### src/rtl/wb_prog_loader.sv
// wb_prog_loader
//
// Wishbone B3 master that copies a program image, delivered as a valid/ready
// stream of 32-bit words, into system memory before the CPU is released.
// Every word becomes one single-beat classic write, placed sequentially from
// BASE_ADDR. The CPU is held in reset until the last-flagged word is acked.
// A bus error, an ack timeout, or running past MAX_WORDS aborts the load and
// keeps the CPU in reset.
//
// Ports:
//   wb_clk_i      system clock
//   wb_rst_i      synchronous active-high reset
//   ld_valid_i    stream word valid
//   ld_ready_o    loader accepts a word (idle and not in reset)
//   ld_data_i     image word, memory byte order (byte 0 in [31:24])
//   ld_last_i     final word of the image, qualified by ld_valid_i
//   wbm_adr_o     byte address of the current write
//   wbm_dat_o     write data
//   wbm_sel_o     byte selects (all lanes during a write)
//   wbm_we_o      write enable
//   wbm_cyc_o     bus cycle
//   wbm_stb_o     strobe
//   wbm_cti_o     cycle type (classic)
//   wbm_bte_o     burst type (linear)
//   wbm_ack_i     slave ack
//   wbm_err_i     slave error
//   cpu_rst_o     CPU reset, high until the load completes
//   done_o        image fully written
//   error_o       load aborted
//   word_count_o  number of words successfully written
module wb_prog_loader #(
    parameter logic [31:0] BASE_ADDR   = 32'h0000_0000,
    parameter logic [31:0] MAX_WORDS   = 32'h0080_0000,
    parameter int unsigned ACK_TIMEOUT = 256
) (
    input  logic        wb_clk_i,
    input  logic        wb_rst_i,
    input  logic        ld_valid_i,
    output logic        ld_ready_o,
    input  logic [31:0] ld_data_i,
    input  logic        ld_last_i,
    output logic [31:0] wbm_adr_o,
    output logic [31:0] wbm_dat_o,
    output logic [3:0]  wbm_sel_o,
    output logic        wbm_we_o,
    output logic        wbm_cyc_o,
    output logic        wbm_stb_o,
    output logic [2:0]  wbm_cti_o,
    output logic [1:0]  wbm_bte_o,
    input  logic        wbm_ack_i,
    input  logic        wbm_err_i,
    output logic        cpu_rst_o,
    output logic        done_o,
    output logic        error_o,
    output logic [31:0] word_count_o
);

    // Last WRITE cycle on which an ack or err is still accepted.
    localparam logic [31:0] TIMEOUT_LAST = 32'(ACK_TIMEOUT - 1);

    typedef enum logic [1:0] {IDLE, WRITE, DONE, ERROR} state_e;

    state_e      state_q, state_d;
    logic [31:0] adr_q, adr_d;
    logic [31:0] dat_q, dat_d;
    logic [31:0] wordCount_q, wordCount_d;
    logic [31:0] timeout_q, timeout_d;
    logic        lastSeen_q, lastSeen_d;
    logic        busCycle_q, busCycle_d;
    logic        cpuRst_q, cpuRst_d;
    logic        done_q, done_d;
    logic        error_q, error_d;

    logic        accept;
    logic        ackOk;

    // Ready is the only combinational output so a word can be taken the
    // cycle the loader returns to IDLE; reset forces it low immediately.
    assign ld_ready_o = (state_q == IDLE) & ~wb_rst_i;
    assign accept     = ld_valid_i & ld_ready_o;
    assign ackOk      = wbm_ack_i & ~wbm_err_i;

    // State register.
    always_ff @(posedge wb_clk_i) begin
        if (wb_rst_i) begin
            state_q <= IDLE;
        end else begin
            state_q <= state_d;
        end
    end

    // Next-state logic. An error response wins over a simultaneous ack, and
    // a last-flagged word completes the load even if it fills memory exactly.
    always_comb begin
        state_d = state_q;
        unique case (state_q)
            IDLE: begin
                if (accept) begin
                    state_d = WRITE;
                end
            end
            WRITE: begin
                if (wbm_err_i) begin
                    state_d = ERROR;
                end else if (wbm_ack_i) begin
                    if (lastSeen_q) begin
                        state_d = DONE;
                    end else if (wordCount_q + 32'd1 == MAX_WORDS) begin
                        state_d = ERROR;
                    end else begin
                        state_d = IDLE;
                    end
                end else if (timeout_q == TIMEOUT_LAST) begin
                    state_d = ERROR;
                end
            end
            default: begin
                state_d = state_q;
            end
        endcase
    end

    // Output/datapath next values. Bus and status flags are computed from the
    // next state so that they appear registered in the same cycle the FSM
    // enters the corresponding state.
    always_comb begin
        adr_d       = adr_q;
        dat_d       = dat_q;
        wordCount_d = wordCount_q;
        timeout_d   = timeout_q;
        lastSeen_d  = lastSeen_q;
        unique case (state_q)
            IDLE: begin
                if (accept) begin
                    adr_d      = BASE_ADDR + {wordCount_q[29:0], 2'b00};
                    dat_d      = ld_data_i;
                    lastSeen_d = ld_last_i;
                    timeout_d  = '0;
                end
            end
            WRITE: begin
                if (ackOk) begin
                    wordCount_d = wordCount_q + 32'd1;
                end else if (!wbm_err_i) begin
                    timeout_d = timeout_q + 32'd1;
                end
            end
            default: begin
                adr_d = adr_q;
            end
        endcase
        busCycle_d = (state_d == WRITE);
        cpuRst_d   = (state_d != DONE);
        done_d     = (state_d == DONE);
        error_d    = (state_d == ERROR);
    end

    // Datapath and output registers.
    always_ff @(posedge wb_clk_i) begin
        if (wb_rst_i) begin
            adr_q       <= '0;
            dat_q       <= '0;
            wordCount_q <= '0;
            timeout_q   <= '0;
            lastSeen_q  <= 1'b0;
            busCycle_q  <= 1'b0;
            cpuRst_q    <= 1'b1;
            done_q      <= 1'b0;
            error_q     <= 1'b0;
        end else begin
            adr_q       <= adr_d;
            dat_q       <= dat_d;
            wordCount_q <= wordCount_d;
            timeout_q   <= timeout_d;
            lastSeen_q  <= lastSeen_d;
            busCycle_q  <= busCycle_d;
            cpuRst_q    <= cpuRst_d;
            done_q      <= done_d;
            error_q     <= error_d;
        end
    end

    assign wbm_adr_o    = adr_q;
    assign wbm_dat_o    = dat_q;
    assign wbm_sel_o    = busCycle_q ? 4'hF : 4'h0;
    assign wbm_we_o     = busCycle_q;
    assign wbm_cyc_o    = busCycle_q;
    assign wbm_stb_o    = busCycle_q;
    assign wbm_cti_o    = 3'b000;
    assign wbm_bte_o    = 2'b00;
    assign cpu_rst_o    = cpuRst_q;
    assign done_o       = done_q;
    assign error_o      = error_q;
    assign word_count_o = wordCount_q;

endmodule
### config.mk
export PLATFORM = sky130hd
export DESIGN_NAME = wb_prog_loader
export DESIGN_NICKNAME = d
export VERILOG_FILES = /design/src/rtl/wb_prog_loader.sv
export SDC_FILE = /design/constraint.sdc
export NUM_CORES = 1
export LEC_CHECK = 0
export ABC_CLOCK_PERIOD_IN_PS = 3450
export BUFFER_PORTS_ARGS = -buffer_cell sky130_fd_sc_hd__buf_2
export CORE_ASPECT_RATIO = 1.5
export CORE_MARGIN = 2
export CORE_UTILIZATION = 53
export CTS_CLUSTER_SIZE = 10
export DETAILED_ROUTE_END_ITERATION = 10
export GPL_ROUTABILITY_DRIVEN = 0
export PLACE_DENSITY_LB_ADDON = 0.12
export REMOVE_ABC_BUFFERS = 1
export SYNTH_ARGS = -nofsm -noshare
export SYNTH_HDL_FRONTEND = slang
export SYNTH_SLANG_ARGS = --single-unit
export TNS_END_PERCENT = 5
### constraint.sdc
create_clock -name wb_clk_i -period 3.45 [get_ports wb_clk_i]
set_clock_uncertainty 0.2 [all_clocks]
set_input_delay 0.69 -clock wb_clk_i [delete_from_list [all_inputs] [get_ports wb_clk_i]]
set_output_delay 0.69 -clock wb_clk_i [all_outputs]
set_load 0.01 [all_outputs]
==> Yosys cells after proc, flatten, opt, wreduce, memory -nomap -nowiden <==
Index checks and enable logic that the tools add are counted.
{ "word_totals": {"ram_bits": 0, "mem_bits_ro": 0, "inputBits": 38, "word_cells": 44, "out_inout_bits": 112, "latch_bits": 0, "memories": 0, "register_bits": 133} }
{ "op_classes": {"n_eq_ne": 10, "div": 0, "n_mux": 12, "bitwise": 5, "shift": 0, "add_sub_neg": 2, "reduce_logical": 5, "order_cmp": 0, "multipliers": 0} }
{ "op_table": {"columns": ["operator", "count"], "rows": [
  ["two-way mux 32 bit", 3],
  ["adder 32 x 1 -> 32 bit, second input constant", 2],
  ["one-hot mux 32 bit (2 select lines)", 1],
  ["equality test 32 x 24 -> 1 bit, second input constant", 1],
  ["equality test 32 x 8 -> 1 bit, second input constant", 1],
  ["two-way mux 2 bit", 6],
  ["inequality test 2 bit, second input constant", 4],
  ["equality test 2 x 1 -> 1 bit, second input constant", 2],
  ["equality test 2 bit, second input constant", 2],
  ["two-way mux 4 bit", 1],
  ["one-hot mux 2 bit (2 select lines)", 1],
  ["AND reduction 2 bit", 2],
  ["AND reduction 4 bit", 1],
  ["AND 1 bit", 3],
  ["zero test 2 bit", 1],
  ["NOT 1 bit", 2],
  ["nonzero test 2 bit", 1]
]} }

==> Longest topological paths before layout <==
Gate-level depths: netlist (run 1).
{ "logic_depth": {"depth_word": 8, "ltp_mapped": 10, "mapped_depth_nobuf": 8} }

==> Worst setup path after synthesis (run 1) <==
No wires, ideal clock.
{ "synth_path": {"path_kind": "reg-to-reg", "start": "reg wordCount_q[0] (netlist: word_count_o[0])", "end": "reg cpuRst_q (netlist: cpu_rst_o)", "period_less_slack_ns": 3.154, "stages_incl_launch_ff": 9, "t_arrival_ns": 2.826, "slack_ns": 0.296, "n_path_buf": 0, "required_ns": 3.123, "setup_time_ns": 0.127, "path_cell_list": "dfxtp_1 > ha_1 > inv_1 > or4_4 > nor4_1 > xor2_1 > or4b_4 > o31a_1 > or3b_1"} }
{ "synth_between": {"elab_chain_cells": 8} }
{ "synth_rtl": {"columns": ["item", "line_no", "text"], "rows": [
  ["start, declared", "66", "logic [31:0] wordCount_q, wordCount_d;"],
  ["start signal, assigned", "173", "wordCount_q <= wordCount_d;"],
  ["adder 32 x 1 -> 32 bit", "108", "end else if (wordCount_q + 32'd1 == MAX_WORDS) begin"],
  ["equality test 32 x 24 -> 1 bit", "108", null],
  ["two-way mux 2 bit", "108", null],
  ["two-way mux 2 bit", "106", "if (lastSeen_q) begin"],
  ["two-way mux 2 bit", "105", "end else if (wbm_ack_i) begin"],
  ["two-way mux 2 bit", "103", "if (wbm_err_i) begin"],
  ["one-hot mux 2 bit (2 select lines)", "96", "unique case (state_q)"],
  ["inequality test 2 bit", "153", "cpuRst_d = (state_d != DONE);"],
  ["end signal, assigned", "177", "cpuRst_q <= cpuRst_d;"],
  ["end, declared", "70", "logic cpuRst_q, cpuRst_d;"]
]} }
No other way between the ends.
A chain may end at the register's enable or synchronous reset.

==> Worst setup path after layout (run 1) <==
{ "layout_path": {"start": "reg wordCount_q[15] (netlist: word_count_o[15])", "end": "reg cpuRst_q (netlist: cpu_rst_o)"} }
The elaborated chain is that of the path after synthesis.

==> results of run 1 <==
-- layout by cell type (no fill, tap or decap), types with 9 or more instances in the layout --
cell / count
a21oi_1: 9
a22o_1: 63
and3_1: 12
buf_2: 142
buf_4: 22
clkbuf_16: 17
dfxtp_1: 133
nand2_1: 30
nand3_1: 33
nand4_1: 16
nor2_1: 77
nor3_1: 10
nor4_1: 14
o21ai_0: 11
xnor2_1: 30
xor2_1: 36
-- critical path, stage by stage (launching register included) --
cell and delay, ns:
dfxtp_1 0.51, and3_1 0.32, nand3_1 0.20, nor4_1 0.41
xor2_1 0.15, or4b_4 0.54, o31a_1 0.34, or3b_1 0.35
-- registers in the layout (all words and copies together), names as in the netlist --
signal,flops
error_o,1
timeout_q,32
done_o,1
wbm_adr_o,30
wbm_dat_o,32
state_q,2
cpu_rst_o,1
wbm_cyc_o,1
word_count_o,32
lastSeen_q,1
-- stage by stage --
step	instances	utilization	hold slack, ns	TNS [ns]	instance area, sq um
after floorplan	579	-	0.264	-10.87	5590
after global placement	892	0.613	0.255	0	6700
after detailed placement	892	0.613	0.259	0	6700
after CTS	923	0.666	0.275	0	7280
after global routing	923	0.666	0.277	0	7280
final	923	0.666	0.272	0	7280
-- final timing paths --
kind | startpoint | to | depth (start not counted)
max | word_count_o[15] | cpu_rst_o | 7
min | wbm_adr_o[26] | wbm_adr_o[26] | 1
max reg2reg | word_count_o[15] | cpu_rst_o | 7
min reg2reg | wbm_adr_o[26] | wbm_adr_o[26] | 1
-- power groups by stage --
stage / logic, mW / clock network (mW) / registers (mW)
6_report: 0.203 / 1.73 / 1.59
5_1_grt: 0.222 / 1.84 / 1.59
4_1_cts: 0.204 / 1.77 / 1.59
3_5_place_dp: 0.203 / 0 / 1.62
3_3_place_gp: 0.199 / 0 / 1.62
2_1_floorplan: 0.0786 / 0 / 1.64
-- cell families after synthesis --
| logic type | after synthesis |
|---|---|
| and+or+nand+nor | 248 |
| AOI/OAI and AO/OA | 113 |
| buffers and inverters | 64 |
| muxes | 3 |
| xor gates and xnor gates | 66 |
| other | 1 |
| adders and majority gates | 3 |
| DFF | 133 |
-- per-layer routing --
layer | vias up | share of wire | global-route usage
met5 | - | 0 | 0
met4 | 0 | 0.033 | 0.123
met3 | 35 | 0.046 | 0.0622
met2 | 161 | 0.53 | 0.434
met1 | 2410 | 0.39 | 0.273
li1 | 2519 | - | -
-- cell type report --
cell class,instances,area share
multi-input combinational,440,0.401
inverter,6,0.00309
tap,147,0.0253
clock buffer,22,0.0651
clock inverter,9,0.0141
timing repair buffer,166,0.126
sequential,133,0.366
==> summary.md, run 1 <==
| Metric | Value |
|---|---|
| Wire length per cell | around 16 microns |
| Pleak | between 3 and 4 nW |
| I/O pin cnt | 150 |
| Root Driver | clkbuf_16 |
| Count leader, synth | dfxtp_1 |
| Top post-synthesis cells by count | dfxtp_1 (133), nor2_1 (77), a22o_1 (63), xor2_1 (36), nand3_1 (33) |
| Hold Vio Cnt, Final | 0 |
| Combinational Power Share | 0.057 |
| Antenna Violating Nets Remaining | 0 |
| 1st-pass router iterations | 8 |
| Setup WS pre-CTS | ~0.33 ns |
| Initial Utilization | 0.539 |
| Area delta synth->final | 23.5% |
| Remaining global-route overflow | 0 |
| Critical Path Start Type | register |
| Residual DRC | 0 |
| Crit. End Element | register |
| Sw frac | 0.216 |
| Fillers | 975 |
| Vias/cell | ~5.6 |
| Synthesis warning total | 0 |
| Vias | a little over 5000 |
| Post-synthesis xor/xnor area fraction | 0.0981 |
| Main combinational cell family by area after synthesis | simple AND/OR/NAND/NOR gates |
| Yosys top cell by area | dfxtp_1 |
| Clock share of power | 0.492 |
| Simple-gate share of the synthesized area | 0.225 |
| Port Buffers | about 140 |
| Worst Hold Class | reg2reg |
| Fraction of registers with async set/reset | 0 |
| Top cell type's share of synthesized area | 0.452 |
| Peak VDD IR | between 0.0003 and 0.0004 V |
| Initial DRC Count | 338 |
| Vias in the first global route | about 5000 |
| First-pass GRT wire length | between 20 and 25 mm |
| FF/Latch Area | ~0.0027 sq mm |
| Int Pwr | 2.76 mW |
| Compound-Gate Fraction of Synth Area | 0.154 |
| Required @ worst endpoint | about 3.5 ns |
| Largest net degree at the start of global routing | 49 |
| Top cells by area, synth | dfxtp_1 (45%), a22o_1 (9.4%), xor2_1 (5.4%) |
| N_diodes | 0 |
| Slew Viols, Final | 0 |
| Clock tree sinks | 133 |
| Core Footprint | approximately 0.011 sq mm |
| # hold bufs at CTS | 0 |
| Worst R2R Setup Slack | 0.31 ns |
| Die Ht | around 130 microns |
| Final WS setup | a little over 0.3 ns |
| Tightest Pin Transition | a little under 0.8 ns |
| Share of cells above drive strength 1 | 0.277 |
| NetSw | roughly 0.76 mW |
| Max-slew headroom | 0.475 |
| Tmin final | about 3.1 ns |
| Final Power | 3.53 mW |
| MaxCap Viol Count | 0 |
| Worst-path fanout max | 9 |
| Chip Width | about 90 microns |
| Die area | approximately 0.012 sq mm |
| CTS Buf Count | 17 |
| Rows | 47 |
| RSZ-0062 raised after global routing | false |
| Synth Register Bits | about 130 |
| Syn Std Cell Area | 0.00589 sq mm |
| Dominant synthesized flop cell | dfxtp_1 |
| CTS max path bufs | 2 |
| PostCTS Resize Cnt | 0 |
| Initial antenna violation count | 0 |
| GRT Total Usage | 0.245 |
| # Post-CTS Setup Buffers | 0 |
| PD cells | 484 mW/mm^2 |
| Clk slew on worst S/H paths | about 0.050 ns |
| Adder-Cell Fraction of Synth Area | 0.00637 |
| Sequential area share after synthesis | 0.452 |
| Tcrit/Tclk final | 0.910 |
| Multiplexer share of the synthesized area | 0.00531 |
| DP Wirelength | roughly 10 mm |
| Nets | between 800 and 900 |
| Multi-input logic area | slightly below 0.003 sq mm |
| CTS tree | yes |
| Syn Area/Cell | between 9 and 10 sq um |
| Flop pwr share | 0.451 |
| Clk_lat worst skew | between 0.4 and 0.5 ns |
| Critical path class | reg2reg |
| Outcome | finished, final reports clean |
| Drt total wl | 14.4 mm |
| FMAX | between 0.3 and 0.4 GHz |
| CTS HTree Levels | 4 |
| Arrival @ worst endpoint | between 3 and 4 ns |
| Synth cell types | 66 |
| Gate Count Post-Synth | between 600 and 700 |
| Number of flops mapped to enable cells by yosys | 0 |
| Final Setup Violations | 0 |
Power figures use the tool's default switching activity.
==> run 2, diff against run 1 <==
- RECOVER_POWER: default -> 100
==> run 2 against run 1 <==
  * Sequential share of layout area increased by 0.98 points
  * Largest power group unchanged
  * Hold slack improved by 0.0014 ns
  * Global-route usage unchanged
  * Via count increased by 0.25%
  * Critical path depth unchanged
  * Critical endpoint unchanged
==> summary.md, run 2 (synthesis gave the netlist of run 1 again) <==
| Metric | Value |
|---|---|
| Flop pwr share | 0.452 (about the same) |
| DP Wirelength | 10.4 mm (unchanged) |
| 1st-pass router iterations | 5 (-3) |
| Wire length per cell | 15.8 microns (+0.76%) |
| GRT Total Usage | 0.245 (unchanged) |
| Required @ worst endpoint | 3.54 ns (about the same) |
| Critical Path Start Type | register |
| Max-slew headroom | 0.319 (-0.155) |
| Nets | 805 (unchanged) |
| # Post-CTS Setup Buffers | 0 (unchanged) |
| Hold Path Depth | 1 (unchanged) |
| Clock share of power | 0.494 (+0.002) |
| Vias/cell | 5.57 (+0.25%) |
| CTS tree | yes |
| M2 GR Usage | 0.434 (unchanged) |
| PostCTS Resize Cnt | 0 (unchanged) |
| Residual DRC | 0 (unchanged) |
| Area delta synth->final | 20.3% |
| Drt total wl | 14.5 mm (+0.76%) |
| NetSw | 0.771 mW (+1.1%) |
| Initial Utilization | 0.539 (unchanged) |
| Combinational Power Share | 0.054 (-0.003) |
| Most common cell after layout, fill and taps aside | dfxtp_1 |
| Die area | 0.0120 sq mm (unchanged) |
| Crit path capture | cpu_rst_o |
| Remaining global-route overflow | 0 (unchanged) |
| Met1 GRT Util | 0.273 (unchanged) |
| Critical path launch point | word_count_o[15] |
| Clk slew on worst S/H paths | 0.05 ns (about the same) |
| Share of cells above drive strength 1 | 0.130 (-0.147) |
| First-pass GRT wire length | 24.3 mm (unchanged) |
| Critical path class | reg2reg |
| N_diodes | 0 (unchanged) |
| FMAX | 0.315 GHz (-0.98%) |
| Die Ht | 133 microns (unchanged) |
| CTS Buf Count | 17 (unchanged) |
| Gr busiest metal | met2 |
| Crit. End Element | register |
| PD cells | 497 mW/mm^2 (+2.5%) |
| Peak VDD IR | 0.000374 V (+1.4%) |
| Largest net degree at the start of global routing | 49 (unchanged) |
| Initial antenna violation count | 0 (unchanged) |
| Arrival @ worst endpoint | 3.26 ns (+0.04 ns) |
| M3 GR Usage | 0.0622 (unchanged) |
| Tmin final | 3.17 ns (+0.0311 ns) |
| Setup TNS | 0 ns (unchanged) |
| # hold bufs at CTS | 0 (unchanged) |
| Most frequent cells in the layout | dfxtp_1 (133), clkbuf_1 (112), nor2_1 (77), a22o_1 (63), buf_2 (46) |
| Worst-path fanout max | 9 (unchanged) |
| Crit Reg-Reg Startpoint | word_count_o[15] |
| RSZ-0062 raised after global routing | false |
| Chip Width | 90.1 microns (unchanged) |
| Core Footprint | 0.0109 sq mm (unchanged) |
| Worst R2R Setup Slack | 0.28 ns (-0.03 ns) |
| Clock tree sinks | 133 (unchanged) |
| Clk_lat worst skew | 0.41 ns (about the same) |
| CTS HTree Levels | 4 (unchanged) |
| Dpl cell area | 0.00670 sq mm (unchanged) |
| Slew Viols, Final | 0 (unchanged) |
| Port Buffers | 142 (unchanged) |
| Tcrit/Tclk final | 0.919 (+0.00902) |
| Hold Vio Cnt, Final | 0 (unchanged) |
| CTS max path bufs | 2 (unchanged) |
| Pleak | 2.62 nW (-15%) |
| Tightest Pin Transition | 1.02 ns (+0.239 ns) |
| Final Setup Violations | 0 (unchanged) |
| Vias | 5138 (+0.25%) |
| Int Pwr | 2.75 mW (-0.46%) |
| I/O pin cnt | 150 (unchanged) |
| Initial DRC Count | 280 (-17%) |
| Setup WS pre-CTS | 0.334 ns (unchanged) |
| Final WS setup | 0.280 ns (-0.0311 ns) |
| Worst Hold Class | reg2reg |
| Sw frac | 0.219 (+0.00259) |
| MaxCap Viol Count | 0 (unchanged) |
| FF-to-FF path depth | 7 (unchanged) |
| Vias in the first global route | 5035 (unchanged) |
| FF-to-FF End | cpu_rst_o |
| Final Instance Area | 0.00709 sq mm (-2.6%) |
| Root Driver | clkbuf_16 |
| Outcome | finished, final reports clean |
| Antenna Violating Nets Remaining | 0 (unchanged) |
| Rows | 47 (unchanged) |
run 2: power groups by stage:
| stage | Combinational (mW) | Sequential, mW | Clock, mW |
|---|---|---|---|
| after floorplan | 0.0786 | 1.64 | 0 |
| after global placement | 0.199 | 1.62 | 0 |
| after detailed placement | 0.203 | 1.62 | 0 |
| after CTS | 0.204 | 1.59 | 1.77 |
| after global routing | 0.209 | 1.59 | 1.84 |
| final | 0.190 | 1.59 | 1.74 |
run 2: layer usage:
metal | vias to the layer above | wire (microns)
li1 | 2512 | -
met1 | 2425 | 5910
met2 | 157 | 7440
met3 | 44 | 609
met4 | 0 | 578
met5 | - | 0
run 2: worst min-delay path by stage:
stage,from,endpoint,slack [ns]
detailed placement,wbm_dat_o[27],wbm_dat_o[27],0.26
global route,ld_data_i[5],wbm_dat_o[5],0.28
global placement,wbm_dat_o[14],wbm_dat_o[14],0.26
CTS,wbm_adr_o[26],wbm_adr_o[26],0.28
finish,wbm_adr_o[9],wbm_adr_o[9],0.27
floorplan,lastSeen_q,lastSeen_q,0.26
run 2: layout make-up:
class	count	area, sq um
fill	1057	3850
clock inverter	9	103
inverter	6	22.5
timing repair buffer	166	741
multi-input combinational	440	2900
sequential	133	2660
tap	147	184
clock buffer	22	474
run 2: worst max-delay path: stages (launching register included):
cell and delay, ns:
dfxtp_1 0.52, and3_1 0.32, nand3_1 0.21, nor4_1 0.41, xor2_1 0.15, or4b_1 0.55
o31a_1 0.35, or3b_1 0.35
run 2: metrics by stage:
step           hold slack, ns  cells  total power [mW]  utilization
4_1_cts                 0.275    923              3.56        0.666
6_report                0.273    923              3.52        0.648
3_5_place_dp            0.259    892              1.83        0.613
2_1_floorplan           0.264    579              1.72            -
3_3_place_gp            0.255    892              1.82        0.613
5_1_grt                 0.277    923              3.64        0.648
